<file path="config.mk">
export PLATFORM = sky130hd
export DESIGN_NAME = sfx_sched
export DESIGN_NICKNAME = d
export VERILOG_FILES = /design/src/rtl/sfx_sched.sv
export SDC_FILE = /design/constraint.sdc
export NUM_CORES = 1
export LEC_CHECK = 0
export ABC_AREA = 0
export CORE_MARGIN = 2
export CORE_UTILIZATION = 47
export CTS_BUF_LIST = sky130_fd_sc_hd__clkbuf_8
export DETAILED_ROUTE_END_ITERATION = 10
export PLACE_DENSITY = 0.92
export SETUP_SLACK_MARGIN = 0.15
export SYNTH_ARGS = -nofsm -noshare
export SYNTH_HDL_FRONTEND = slang
export SYNTH_SLANG_ARGS = --single-unit
</file>
<file path="constraint.sdc">
create_clock -name clk -period 5.52 [get_ports clk]
set_input_delay 0.828 -clock clk [delete_from_list [all_inputs] [get_ports clk]]
set_output_delay 0.828 -clock clk [all_outputs]
set_load 0.01 [all_outputs]
</file>
<file path="src/rtl/sfx_sched.sv">
// Sound-effect scheduler: latches one-shot requests and grants the single tone voice by fixed priority.
// Optional build macro SFX_PREEMPT_EN lets a higher-priority request cut off the effect now playing.
module sfx_sched #(
  parameter int unsigned NREQ = 4,
  parameter int unsigned FW   = 16,
  parameter int unsigned LW   = 12,
  parameter int unsigned GAP  = 64
) (
  input  logic                 clk,
  input  logic                 reset,
  input  logic                 ena,
  input  logic [NREQ-1:0]      req,
  input  logic [NREQ*FW-1:0]   req_freq,
  input  logic [NREQ*LW-1:0]   req_len,
  output logic [NREQ-1:0]      gnt,
  output logic [FW-1:0]        freq,
  output logic                 gate,
  output logic                 busy,
  output logic                 done
);

  localparam int unsigned IW = (NREQ > 1) ? $clog2(NREQ) : 1;
  localparam int unsigned GW = (GAP > 1) ? $clog2(GAP + 1) : 1;

  typedef enum logic [1:0] {
    S_IDLE = 2'd0,
    S_PLAY = 2'd1,
    S_GAP  = 2'd2
  } state_t;

  state_t          state_q, state_d;
  logic [NREQ-1:0] pending_q, pending_d;
  logic [NREQ-1:0] clr;
  logic [NREQ-1:0] gnt_q, gnt_d;
  logic [FW-1:0]   freq_q, freq_d;
  logic            gate_q, gate_d;
  logic            busy_q, busy_d;
  logic            done_q, done_d;
  logic [LW-1:0]   cnt_q, cnt_d;
  logic [GW-1:0]   gcnt_q, gcnt_d;

  logic [IW-1:0]   sel_idx;
  logic [FW-1:0]   sel_freq;
  logic [LW-1:0]   sel_len;
  logic            preempt_c;

  // Lowest set index wins; index 0 is the highest priority.
  function automatic logic [IW-1:0] lowest_idx(input logic [NREQ-1:0] v);
    logic found;
    lowest_idx = '0;
    found      = 1'b0;
    for (int i = 0; i < int'(NREQ); i++) begin
      if (v[i] && !found) begin
        lowest_idx = IW'(i);
        found      = 1'b1;
      end
    end
  endfunction

  assign sel_idx  = lowest_idx(pending_q);
  assign sel_freq = req_freq[32'(sel_idx) * FW +: FW];
  assign sel_len  = req_len[32'(sel_idx) * LW +: LW];

  // gnt_q - 1 masks every index of higher priority than the one now playing.
`ifdef SFX_PREEMPT_EN
  assign preempt_c = |(pending_q & (gnt_q - NREQ'(1)));
`else
  assign preempt_c = 1'b0;
`endif

  always_ff @(posedge clk or posedge reset) begin
    if (reset) begin
      state_q   <= S_IDLE;
      pending_q <= '0;
      gnt_q     <= '0;
      freq_q    <= '0;
      gate_q    <= 1'b0;
      busy_q    <= 1'b0;
      done_q    <= 1'b0;
      cnt_q     <= '0;
      gcnt_q    <= '0;
    end else begin
      state_q   <= state_d;
      pending_q <= pending_d;
      gnt_q     <= gnt_d;
      freq_q    <= freq_d;
      gate_q    <= gate_d;
      busy_q    <= busy_d;
      done_q    <= done_d;
      cnt_q     <= cnt_d;
      gcnt_q    <= gcnt_d;
    end
  end

  // Next-state and output logic; a grant (fresh or preempting) always takes the lowest pending index.
  always_comb begin
    state_d = state_q;
    gnt_d   = gnt_q;
    freq_d  = freq_q;
    gate_d  = gate_q;
    busy_d  = busy_q;
    done_d  = 1'b0;
    cnt_d   = cnt_q;
    gcnt_d  = gcnt_q;
    clr     = '0;

    case (state_q)
      S_IDLE: begin
        if (ena && (|pending_q)) begin
          clr[sel_idx] = 1'b1;
          state_d      = S_PLAY;
          gnt_d        = NREQ'(1) << sel_idx;
          freq_d       = sel_freq;
          gate_d       = 1'b1;
          busy_d       = 1'b1;
          cnt_d        = (sel_len == '0) ? LW'(1) : sel_len;
        end
      end

      S_PLAY: begin
        if (ena) begin
          if (preempt_c) begin
            // The cut-off effect is dropped: no done, no gap, gate stays high.
            clr[sel_idx] = 1'b1;
            gnt_d        = NREQ'(1) << sel_idx;
            freq_d       = sel_freq;
            cnt_d        = (sel_len == '0) ? LW'(1) : sel_len;
          end else if (cnt_q == LW'(1)) begin
            done_d = 1'b1;
            gate_d = 1'b0;
            gnt_d  = '0;
            if (GAP == 0) begin
              state_d = S_IDLE;
              busy_d  = 1'b0;
            end else begin
              state_d = S_GAP;
              gcnt_d  = GW'(GAP);
            end
          end else begin
            cnt_d = cnt_q - LW'(1);
          end
        end
      end

      S_GAP: begin
        if (ena) begin
          if (gcnt_q == GW'(1)) begin
            state_d = S_IDLE;
            busy_d  = 1'b0;
          end else begin
            gcnt_d = gcnt_q - GW'(1);
          end
        end
      end

      default: begin
        state_d = S_IDLE;
      end
    endcase
  end

  // A request arriving on the clearing clk survives, so the effect replays later.
  assign pending_d = (pending_q & ~clr) | req;

  assign gnt  = gnt_q;
  assign freq = freq_q;
  assign gate = gate_q;
  assign busy = busy_q;
  assign done = done_q;

endmodule

</file>
==> Word-level counts from Yosys, hierarchy flattened <==
Index checks and enable logic that the tools add are counted.
{ "classes": {"add_sub_neg": 2, "n_mul": 1, "div": 0, "order_cmp": 2, "n_eq_ne": 11, "n_shift": 3, "n_mux": 40, "bitwise": 3, "n_reduce_logical": 20} }
{ "ops": {"columns": ["operator", "n"], "rows": [
  ["$shiftx 64x7->16", 1],
  ["$mux 12", 4],
  ["$shiftx 48x7->12", 1],
  ["$mux 7", 4],
  ["$pmux 12 s2", 1],
  ["$mux 4", 5],
  ["$mux 2", 7],
  ["$ne 2x2->1 const B", 7],
  ["$pmux 7 s2", 1],
  ["$mux 1", 13],
  ["$eq 12x1->1 const B", 1],
  ["$logic_not 12->1", 1],
  ["$reduce_and 4->1", 3],
  ["$sub 12x1->12 const B", 1],
  ["$reduce_and 5->1", 2],
  ["$pmux 4 s2", 1],
  ["$eq 7x1->1 const B", 1],
  ["$sub 7x1->7 const B", 1],
  ["$pmux 2 s3", 1],
  ["$reduce_bool 2->1", 3],
  ["$logic_and 1x1->1", 5],
  ["$and 4x4->4", 1],
  ["$mul 2x2->4 const B", 1],
  ["$not 4->4", 1],
  ["12 further kinds", 15]
]} }
{ "word_totals": {"regBits": 48, "latch_bits": 0, "mem_bits_rw": 0, "mem_bits_ro": 0, "output_inout_bits": 23, "elab_cells": 91, "n_memories": 0} }

==> Longest topological paths before layout <==
Gate-level depths: netlist of run 1.
{ "logic_depth": {"depth_word": 19, "mapped_depth": 9, "mapped_depth_nobuf": 8} }

==> Worst setup path after synthesis of run 1 <==
No wires, ideal clock.
{ "synth_timing": {"path_type": "input-to-reg", "from": "input req_len[25]", "to": "register cnt_q[0]", "setup_time_ps": 80, "t_arrival_ps": 2209, "path_slack_ps": 3231, "path_stages": 6, "n_path_buf": 0, "cell_sequence": "or4_1 > a22o_1 > a211o_1 > nor4_2 > a31oi_1 > o22ai_2"} }
{ "synth_between": {"elab_chain_cells": 5} }
{ "synth_lines": {"columns": ["element", "line_no", "source"], "rows": [
  ["from (decl)", "14", "input logic [NREQ*LW-1:0] req_len,"],
  ["$shiftx 48x7->12", "62", "assign sel_len = req_len[32'(sel_idx) * LW +: LW];"],
  ["$logic_not 12->1", null, null],
  ["$mux 12", "116", "cnt_d = (sel_len == '0) ? LW'(1) : sel_len;"],
  ["$mux 12", "109", "if (ena && (|pending_q)) begin"],
  ["$pmux 12 s2", "107", "case (state_q)"],
  ["to (signal assigned)", "90", "cnt_q <= cnt_d;"],
  ["to (decl)", "39", "logic [LW-1:0] cnt_q, cnt_d;"]
]} }
No other way between the ends. The select of a mux whose other input is x is not followed.
A chain may end at the register's enable or synchronous reset.

==> Worst setup path after layout of run 1 <==
{ "layout_timing": {"from": "register pending_q[0]", "to": "register pending_q[3]"} }
{ "layout_between": {"elab_chain_cells": 19} }
{ "layout_lines": {"columns": ["element", "line_no", "source"], "rows": [
  ["from (decl)", "32", "logic [NREQ-1:0] pending_q, pending_d;"],
  ["from (signal assigned)", "84", "pending_q <= pending_d;"],
  ["$mux 1", "53", "if (v[i] && !found) begin"],
  ["$logic_not 1->1", "53", null],
  ["$logic_and 1x1->1", "53", null],
  ["$mux 1", "53", null],
  ["$logic_not 1->1", "53", null],
  ["$logic_and 1x1->1", "53", null],
  ["$mux 1", "53", null],
  ["$logic_not 1->1", "53", null],
  ["[... 4 more ...]", null, null],
  ["$mux 1", null, null],
  ["$demux 1 s2", null, null],
  ["$mux 4 (*)", "109", null],
  ["$mux 4 (*)", null, null],
  ["$not 4->4 (*)", "163", "assign pending_d = (pending_q & ~clr) | req;"],
  ["$and 4x4->4 (*)", "163", null],
  ["$or 4x4->4 (*)", "163", null],
  ["via pending_d[3]", "32", null]
]} }
The timed path passes the listed nets; every way through them passes the cells marked *.

==> results.cfg, run 1 <==
[run_status]
status = finished clean

[critical_path]
worstPathRequired_ns = 5.71
critPathLaunch = pending_q[0]
rr_endpoint = pending_q[3]
regToRegSetupSlack_ns = 2.42
end_kind = register
crit_fanout = 36
start_kind = register
crit_arrival_ns = 3.30
crit_type = reg2reg
rr_worst_depth = 6
r2r_start = pending_q[0]

[clock_tree]
ctsResizeCount = 0
h-tree-depth = 2
cts_buffers = 5
hold_buffers = 0
cts_tree = yes
cts-root-buf = clkbuf_8
cts_setup_buffers = 0
clkSinkCount = 48
clock_latency_ns = 0.30
clk_pin_slew_ns = 0.09
cts_buffer_depth = 2

[floorplanning]
die_h_um = 87.1
placementRows = 30
die_w_um = 87.1
start_util = 0.481
fp.coreArea_sq_mm = 0.00676
boundaryPins = 142
dieArea_sq_mm = 0.00759

[grt]
grt_pass1_vias = 3401
grt_pass1_wl_mm = 16.3
grt-ovfl-total = 0
grt_util_all_layers = 0.272
grt_start_max_net_pins = 49
antenna_found_initial = 0

[layout]
finalInstanceArea_sq_mm = 0.00476
regArea_sq_mm = 0.00120
insertedDiodeCount = 0
layout.cells.non_filler = 597
layout.nets = 639
areaGrowthSynthToFinish_pct = 46.4
drive_above_1_share = 0.0348
post-route-util = 0.704
multi_input_area_sq_mm = 0.00188
nFillCells = 535

[sta]
period_share = 0.562
relSlewSlack = 0.137
fmax_mhz = 322
fin_crit_ns = 3.10
hold_viol = 0
fin_worst_skew_ns = 0.00465
setup_viol = 0
worst_pin_slew_ns = 1.29
rsz0062_at_grt = false
drv_slew = 0
finalSetupTns_ns = 0

[drt]
ant_nets = 0
dr.pass1.iters = 5
wl_per_cell_um = 17.8
vias = 3643
first_iter_violations = 247
wl_mm = 10.6
vias_per_cell = 6.10
route.detailed.drc = 0

[yosys]
synth_nets = 516
synthFlopType = dfrtp_1
synth_area_leader_cell = dfrtp_1
async_reset_ff_frac = 1.00
ys_warn_count = 0
syn_inst = 393
ys_seq_area_frac = 0.370
avgSynthCellArea_sq_um = 8.26
yosys.area.top_type_share = 0.370
ys_ff_latch = 48
synth_edf_count = 0
syn-cell-area_sq_mm = 0.00325
ys_types = 58
synth.area.top_cells = dfrtp_1, a21oi_1, a221oi_1

[placement]
numPortBuffers = 141
hpwl_mm = 8.12
place_congestion = 0.916
dp.cells = 589
place_area_sq_mm = 0.00465

[power_and_ir_drop]
power_density_mw_per_mm2 = 304
peakVddDrop_mv = 0.143
p_total_mw = 1.44
p_leak_nw = 1.87

[hold_path]
min_from = gnt[3]
hp-class = reg2reg
hold_path_end = gnt[3]
min_path_cells = 2

[job]
cap_violations = 0
-- worst max-delay path by stage --
stage                         to
floorplan               cnt_q[0]
global placement    pending_q[3]
detailed placement  pending_q[3]
CTS                 pending_q[3]
global route        pending_q[3]
finish              pending_q[3]
-- flip-flops by register name, summed over array words and instances, names as in the netlist --
register,count
gate,1
gcnt_q,7
state_q,2
gnt,4
cnt_q,12
pending_q,4
done,1
freq,16
busy,1
-- power by group --
part	switching [mW]	total, mW	leakage, nW	internal, mW
sequential	0.117	0.584	0.554	0.468
clock	0.119	0.252	0.0593	0.133
combinational	0.281	0.609	1.26	0.328
-- synth_stat cells (3+ instances only) --
master / n
a21o_1: 5
a21oi_1: 51
a221oi_1: 21
a22o_1: 11
a22oi_1: 5
a31oi_1: 3
and3_1: 3
buf_2: 13
clkbuf_1: 9
dfrtp_1: 48
ha_1: 4
inv_1: 13
nand2_1: 48
nand2b_1: 7
nand3_1: 6
nand3b_1: 4
nor2_1: 33
nor2b_1: 11
nor3_1: 5
nor4_1: 7
nor4bb_1: 3
o211ai_1: 4
o21ai_0: 16
o21ai_1: 12
or3_1: 4
or4_1: 3
xnor2_1: 4
-- final cells by class --
| cell class | count | share of cell area |
|---|---|---|
| clock buffer | 5 | 0.0145 |
| sequential | 48 | 0.253 |
| tap | 80 | 0.0210 |
| timing repair buffer | 142 | 0.298 |
| multi-input combinational | 306 | 0.395 |
| clock inverter | 3 | 0.00816 |
| inverter | 13 | 0.0103 |
-- through the flow --
step,setup slack (ns),hold slack (ns)
finish,2.42,0.495
global route,2.08,0.531
CTS,2.47,0.497
detailed placement,2.17,0.477
global placement,2.29,0.474
floorplan,3.23,0.495
-- kinds of logic (layout without fill, tap and decap cells) --
logic type,count (synthesis),after routing,share of synthesized area
AO/OA/AOI/OAI,150,150,0.311
XOR/XNOR,5,5,0.0135
buffers and inverters,39,163,0.0524
AND/OR/NAND/NOR,147,147,0.238
flip-flops,48,48,0.370
adder cells (fa/ha/maj),4,4,0.0154
-- critical path: stages, from the launching register on --
cell	delay (ns)
dfrtp_1	0.94
nor2_1	0.25
a21oi_2	0.25
nor2b_2	1.05
nand2_1	0.24
o21ai_1	0.19
nand2b_1	0.07
-- layout by cell type, fill, tap and decap left out, types with 6 or more instances in the layout --
master           count
a21oi_1             51
a221oi_1            21
a22o_1              11
clkdlybuf4s50_1    141
dfrtp_1             48
inv_1               13
nand2_1             48
nand2b_1             7
nand3_1              6
nor2_1              33
nor2b_1             10
nor4_1               7
o21ai_0             16
o21ai_1             12
-- per-layer routing --
metal | vias up | wire length [um] | track usage
li1 | 1712 | - | -
met1 | 1712 | 4420 | 0.366
met2 | 189 | 5120 | 0.439
met3 | 30 | 696 | 0.0322
met4 | 0 | 393 | 0.123
met5 | - | 0 | 0
(Power assumes the default switching activity.)
==> inputs of run 2 (changes only) <==
--- a/config.mk
+++ b/config.mk
@@ -7,10 +7,10 @@
 export LEC_CHECK = 0
 export ABC_AREA = 0
 export CORE_MARGIN = 2
-export CORE_UTILIZATION = 47
+export CORE_UTILIZATION = 44
 export CTS_BUF_LIST = sky130_fd_sc_hd__clkbuf_8
 export DETAILED_ROUTE_END_ITERATION = 10
-export PLACE_DENSITY = 0.92
+export PLACE_DENSITY = 0.87
 export SETUP_SLACK_MARGIN = 0.15
 export SYNTH_ARGS = -nofsm -noshare
 export SYNTH_HDL_FRONTEND = slang
==> constraint.sdc (replaced) <==
create_clock -name clk -period 3.1 [get_ports clk]
set_input_delay 0.465 -clock clk [delete_from_list [all_inputs] [get_ports clk]]
set_output_delay 0.465 -clock clk [all_outputs]
set_load 0.01 [all_outputs]
==> results.cfg, run 2 (same netlist as run 1, synthesis figures left out) <==
[critical_path]
crit_arrival_ns = 2.60
end_kind = register
worstPathRequired_ns = 3.27
start_kind = register
cpMaxStageDelayCell = dfrtp_1
crit_chain = or2_1, o21ai_4, a221oi_1, and3_1, a31oi_1, o22ai_2
crit_fanout = 22
crit_type = reg2reg
cp_slowest_stage_delay_ns = 0.61
cp_top_family = compound AO/OA/AOI/OAI gates
rr_worst_depth = 6
path_depth = 6
path_buf_inv = 0

[placement]
numPortBuffers = 141
hpwl_mm = 8.37
dp_slack_ns = 0.643
dp.cells = 613
place_area_sq_mm = 0.00471
place_congestion = 0.938

[power_and_ir_drop]
switchingPower_mw = 0.928
switching_share = 0.354
p_leak_nw = 1.90
intPower_mw = 1.69
combPwrFrac = 0.422
peakVddDrop_mv = 0.252
power_density_mw_per_mm2 = 542
clkPwrFrac = 0.184
p_total_mw = 2.62
seqPwrFrac = 0.393

[floorplanning]
placementRows = 31
dieArea_sq_mm = 0.00809
die_w_um = 89.9
fp.coreArea_sq_mm = 0.00721
boundaryPins = 142
die_h_um = 89.9
start_util = 0.450

[drt]
first_iter_violations = 262
vias = 3625
vias_per_cell = 5.84
route.detailed.drc = 0
wl_mm = 10.8
ant_nets = 0
wl_per_cell_um = 17.4
dr.pass1.iters = 5

[clock_tree]
cts_tree = yes
cts_setup_buffers = 0
hold_buffers = 0
cts_buffer_depth = 2
clock_latency_ns = 0.30
ctsResizeCount = 0
clkSinkCount = 48
clk_pin_slew_ns = 0.09
cts_buffers = 5
cts-root-buf = clkbuf_8
h-tree-depth = 2

[sta]
relSlewSlack = 0.331
setup_viol = 0
rsz0062_at_grt = false
fin_crit_ns = 2.43
period_share = 0.783
fmax_mhz = 412
finalSetupTns_ns = 0
layout_setup_ws_ns = 0.674
hold_viol = 0
hold_ws_ns = 0.505
drv_slew = 0
fin_worst_skew_ns = 0.00808
worst_pin_slew_ns = 1.00

[job]
cap_violations = 0

[layout]
drive_above_1_share = 0.0460
nFillCells = 581
largest_register_ff_count = 16
finalInstanceArea_sq_mm = 0.00483
layout.cells.non_filler = 621
layout.nets = 644
post-route-util = 0.670
areaGrowthSynthToFinish_pct = 48.7
insertedDiodeCount = 0
final_cell_mix = clkdlybuf4s50_1, a21oi_1, nand2_1, dfrtp_1, nor2_1
layout_commonest_cell = clkdlybuf4s50_1

[grt]
grt_pass1_wl_mm = 17.4
grt_start_max_net_pins = 49
grt_pass1_vias = 3492
grt_util_all_layers = 0.262
grt-ovfl-total = 0
antenna_found_initial = 0

[run_status]
status = finished clean

[hold_path]
hp-class = reg2reg
min_path_cells = 2
-- run 2: cell types whose count changed in the layout (fill, tap and decap cells not counted), sizes merged --
cell	delta
buf	+5
clkbuf	+1
inv	-1
-- run 2: final cells by class --
class | count | area, sq um | share of cell area
repair buffers | 147 | 1460 | 0.301
well taps | 99 | 124 | 0.0256
inverters | 13 | 48.8 | 0.0101
clock inverters | 2 | 38.8 | 0.00803
multi-input cells | 306 | 1880 | 0.389
clock buffers | 6 | 82.6 | 0.0171
flip-flops and latches | 48 | 1200 | 0.249
-- run 2: final timing paths --
check	start	to	slack [ns]
setup / recovery	pending_q[2]	cnt_q[0]	0.67
setup reg to reg	pending_q[2]	cnt_q[0]	0.67
max in group asynchronous	reset	pending_q[0]	1.76
hold / removal	gnt[3]	gnt[3]	0.50
min in group asynchronous	reset	state_q[1]	0.73
hold reg to reg	gnt[3]	gnt[3]	0.50
-- run 2: routing by layer --
layer  GRT usage  vias up  part of all wire
met4      0.0744        0             0.024
met3      0.0469       25             0.081
met2       0.448      189              0.49
met5           0        -                 0
li1            -     1724                 -
met1       0.343     1687              0.41
-- run 2: power groups by stage --
stage | combinational (mW) | clock (mW) | sequential [mW]
floorplan | 0.527 | 0 | 1.04
global placement | 1.06 | 0 | 1.02
detailed placement | 1.09 | 0 | 1.03
CTS | 1.10 | 0.486 | 1.02
global route | 1.20 | 0.516 | 1.05
finish | 1.11 | 0.482 | 1.03
-- run 2: tightest hold or removal path, delay by kind of cell, from the launching register on --
kind	cells	cell delay, ns
AND/OR/NAND/NOR	1	0.06
flip-flops	1	0.35
AO/OA/AOI/OAI	1	0.06
==> inputs of run 3 (changes only) <==
==> constraint.sdc (replaced) <==
create_clock -name clk -period 2.4 [get_ports clk]
set_input_delay 0.36 -clock clk [delete_from_list [all_inputs] [get_ports clk]]
set_output_delay 0.36 -clock clk [all_outputs]
set_load 0.01 [all_outputs]
==> results.cfg, run 3 (same netlist as run 1, synthesis figures left out) <==
[floorplanning]
die_h_um = 89.9
placementRows = 31
boundaryPins = 142
dieArea_sq_mm = 0.00809
fp.coreArea_sq_mm = 0.00721
die_w_um = 89.9
start_util = 0.450

[job]
cap_violations = 0

[sta]
setup_viol = 0
worst_pin_slew_ns = 0.994
fmax_mhz = 487
relSlewSlack = 0.333
finalSetupTns_ns = 0
hold_viol = 0
period_share = 0.856
hold_ws_ns = 0.491
drv_slew = 0
fin_crit_ns = 2.05
rsz0062_at_grt = true
fin_worst_skew_ns = 0.0110

[clock_tree]
cts_buffers = 5
cts_tree = yes
cts_buffer_depth = 2
clock_latency_ns = 0.30
clk_pin_slew_ns = 0.09
cts-root-buf = clkbuf_8
h-tree-depth = 2
clkSinkCount = 48
hold_buffers = 0

[placement]
place_area_sq_mm = 0.00479
hpwl_mm = 8.65
dp.cells = 624
numPortBuffers = 141
place_congestion = 0.959

[layout]
final_cell_mix = clkdlybuf4s50_1, a21oi_1, nand2_1, dfrtp_1, nor2_1
post-route-util = 0.684
layout_commonest_cell = clkdlybuf4s50_1
drive_above_1_share = 0.0804
finalInstanceArea_sq_mm = 0.00494
largest_register_ff_count = 16
insertedDiodeCount = 0
layout.nets = 657
layout.cells.non_filler = 634
areaGrowthSynthToFinish_pct = 52.0

[critical_path]
crit_type = reg2reg
crit_arrival_ns = 2.29
critPathLaunch = cnt_q[0]
crit_fanout = 5
r2r_start = cnt_q[0]
worstPathRequired_ns = 2.64
end_kind = register
start_kind = register
regToRegSetupSlack_ns = 0.35

[drt]
dr.pass1.iters = 5
wl_mm = 11.3
wl_per_cell_um = 17.8
ant_nets = 0
route.detailed.drc = 0
vias = 3696
first_iter_violations = 188
vias_per_cell = 5.83

[power_and_ir_drop]
clkPwrFrac = 0.174
seqPwrFrac = 0.394
peakVddDrop_mv = 0.302
switchingPower_mw = 1.21
p_leak_nw = 1.96
switching_share = 0.357
combPwrFrac = 0.432
intPower_mw = 2.17
power_density_mw_per_mm2 = 685

[grt]
grt_util_all_layers = 0.276
grt_pass1_wl_mm = 18.1
grt_start_max_net_pins = 49
antenna_found_initial = 0
grt_pass1_vias = 3652
grt-ovfl-total = 0

[hold_path]
min_from = gate
hp-class = reg2reg

[run_status]
status = finished clean
[run 3: final timing paths]
check,end,cells after the start
max,cnt_q[10],7
min,gate,2
max reg2reg,cnt_q[10],7
min reg2reg,gate,2
max in group asynchronous,pending_q[1],3
min in group asynchronous,freq[3],3
[run 3: layout make-up]
type | instances | area, sq um
Clock inverter | 3 | 38.8
Inverter | 13 | 48.8
Timing Repair Buffer | 160 | 1550
Clock buffer | 5 | 68.8
Multi-Input combinational cell | 306 | 1900
Fill cell | 571 | 2280
Tap cell | 99 | 124
Sequential cell | 48 | 1200
[run 3: critical path: stages, from the launching register on]
cell and delay [ns]:
dfrtp_1 0.41, inv_1 0.15, ha_1 0.23, nand2_1 0.11, or3_1 0.39, or3_1 0.37, a21oi_1 0.16, a2bb2oi_1 0.15
[run 3: stage by stage]
stage	worst slack (ns)	power [mW]
final	0.345	3.38
after global routing	0.127	3.61
after CTS	0.186	3.36
after detailed placement	0.0684	2.77
after global placement	0.0949	2.71
after floorplan	0.579	2.02
[run 3: power groups by stage]
stage | logic (mW) | clock network, mW | registers, mW
global placement | 1.40 | 0 | 1.32
CTS | 1.45 | 0.594 | 1.32
finish | 1.46 | 0.588 | 1.33
detailed placement | 1.44 | 0 | 1.33
global route | 1.60 | 0.633 | 1.38
floorplan | 0.681 | 0 | 1.34
[run 3: repair_timing]
action                     CTS  global route
setup endpoints to repair    1            20
setup buffers                0             2
gates resized for setup      2             5
pin swaps                    0             1
[run 3: layer usage]
metal / vias to the layer above / global-route usage / wire length, um
met4: 0 / 0.110 / 418
met2: 168 / 0.470 / 5620
li1: 1746 / - / -
met5: - / 0 / 0
met3: 33 / 0.0402 / 655
met1: 1749 / 0.353 / 4610
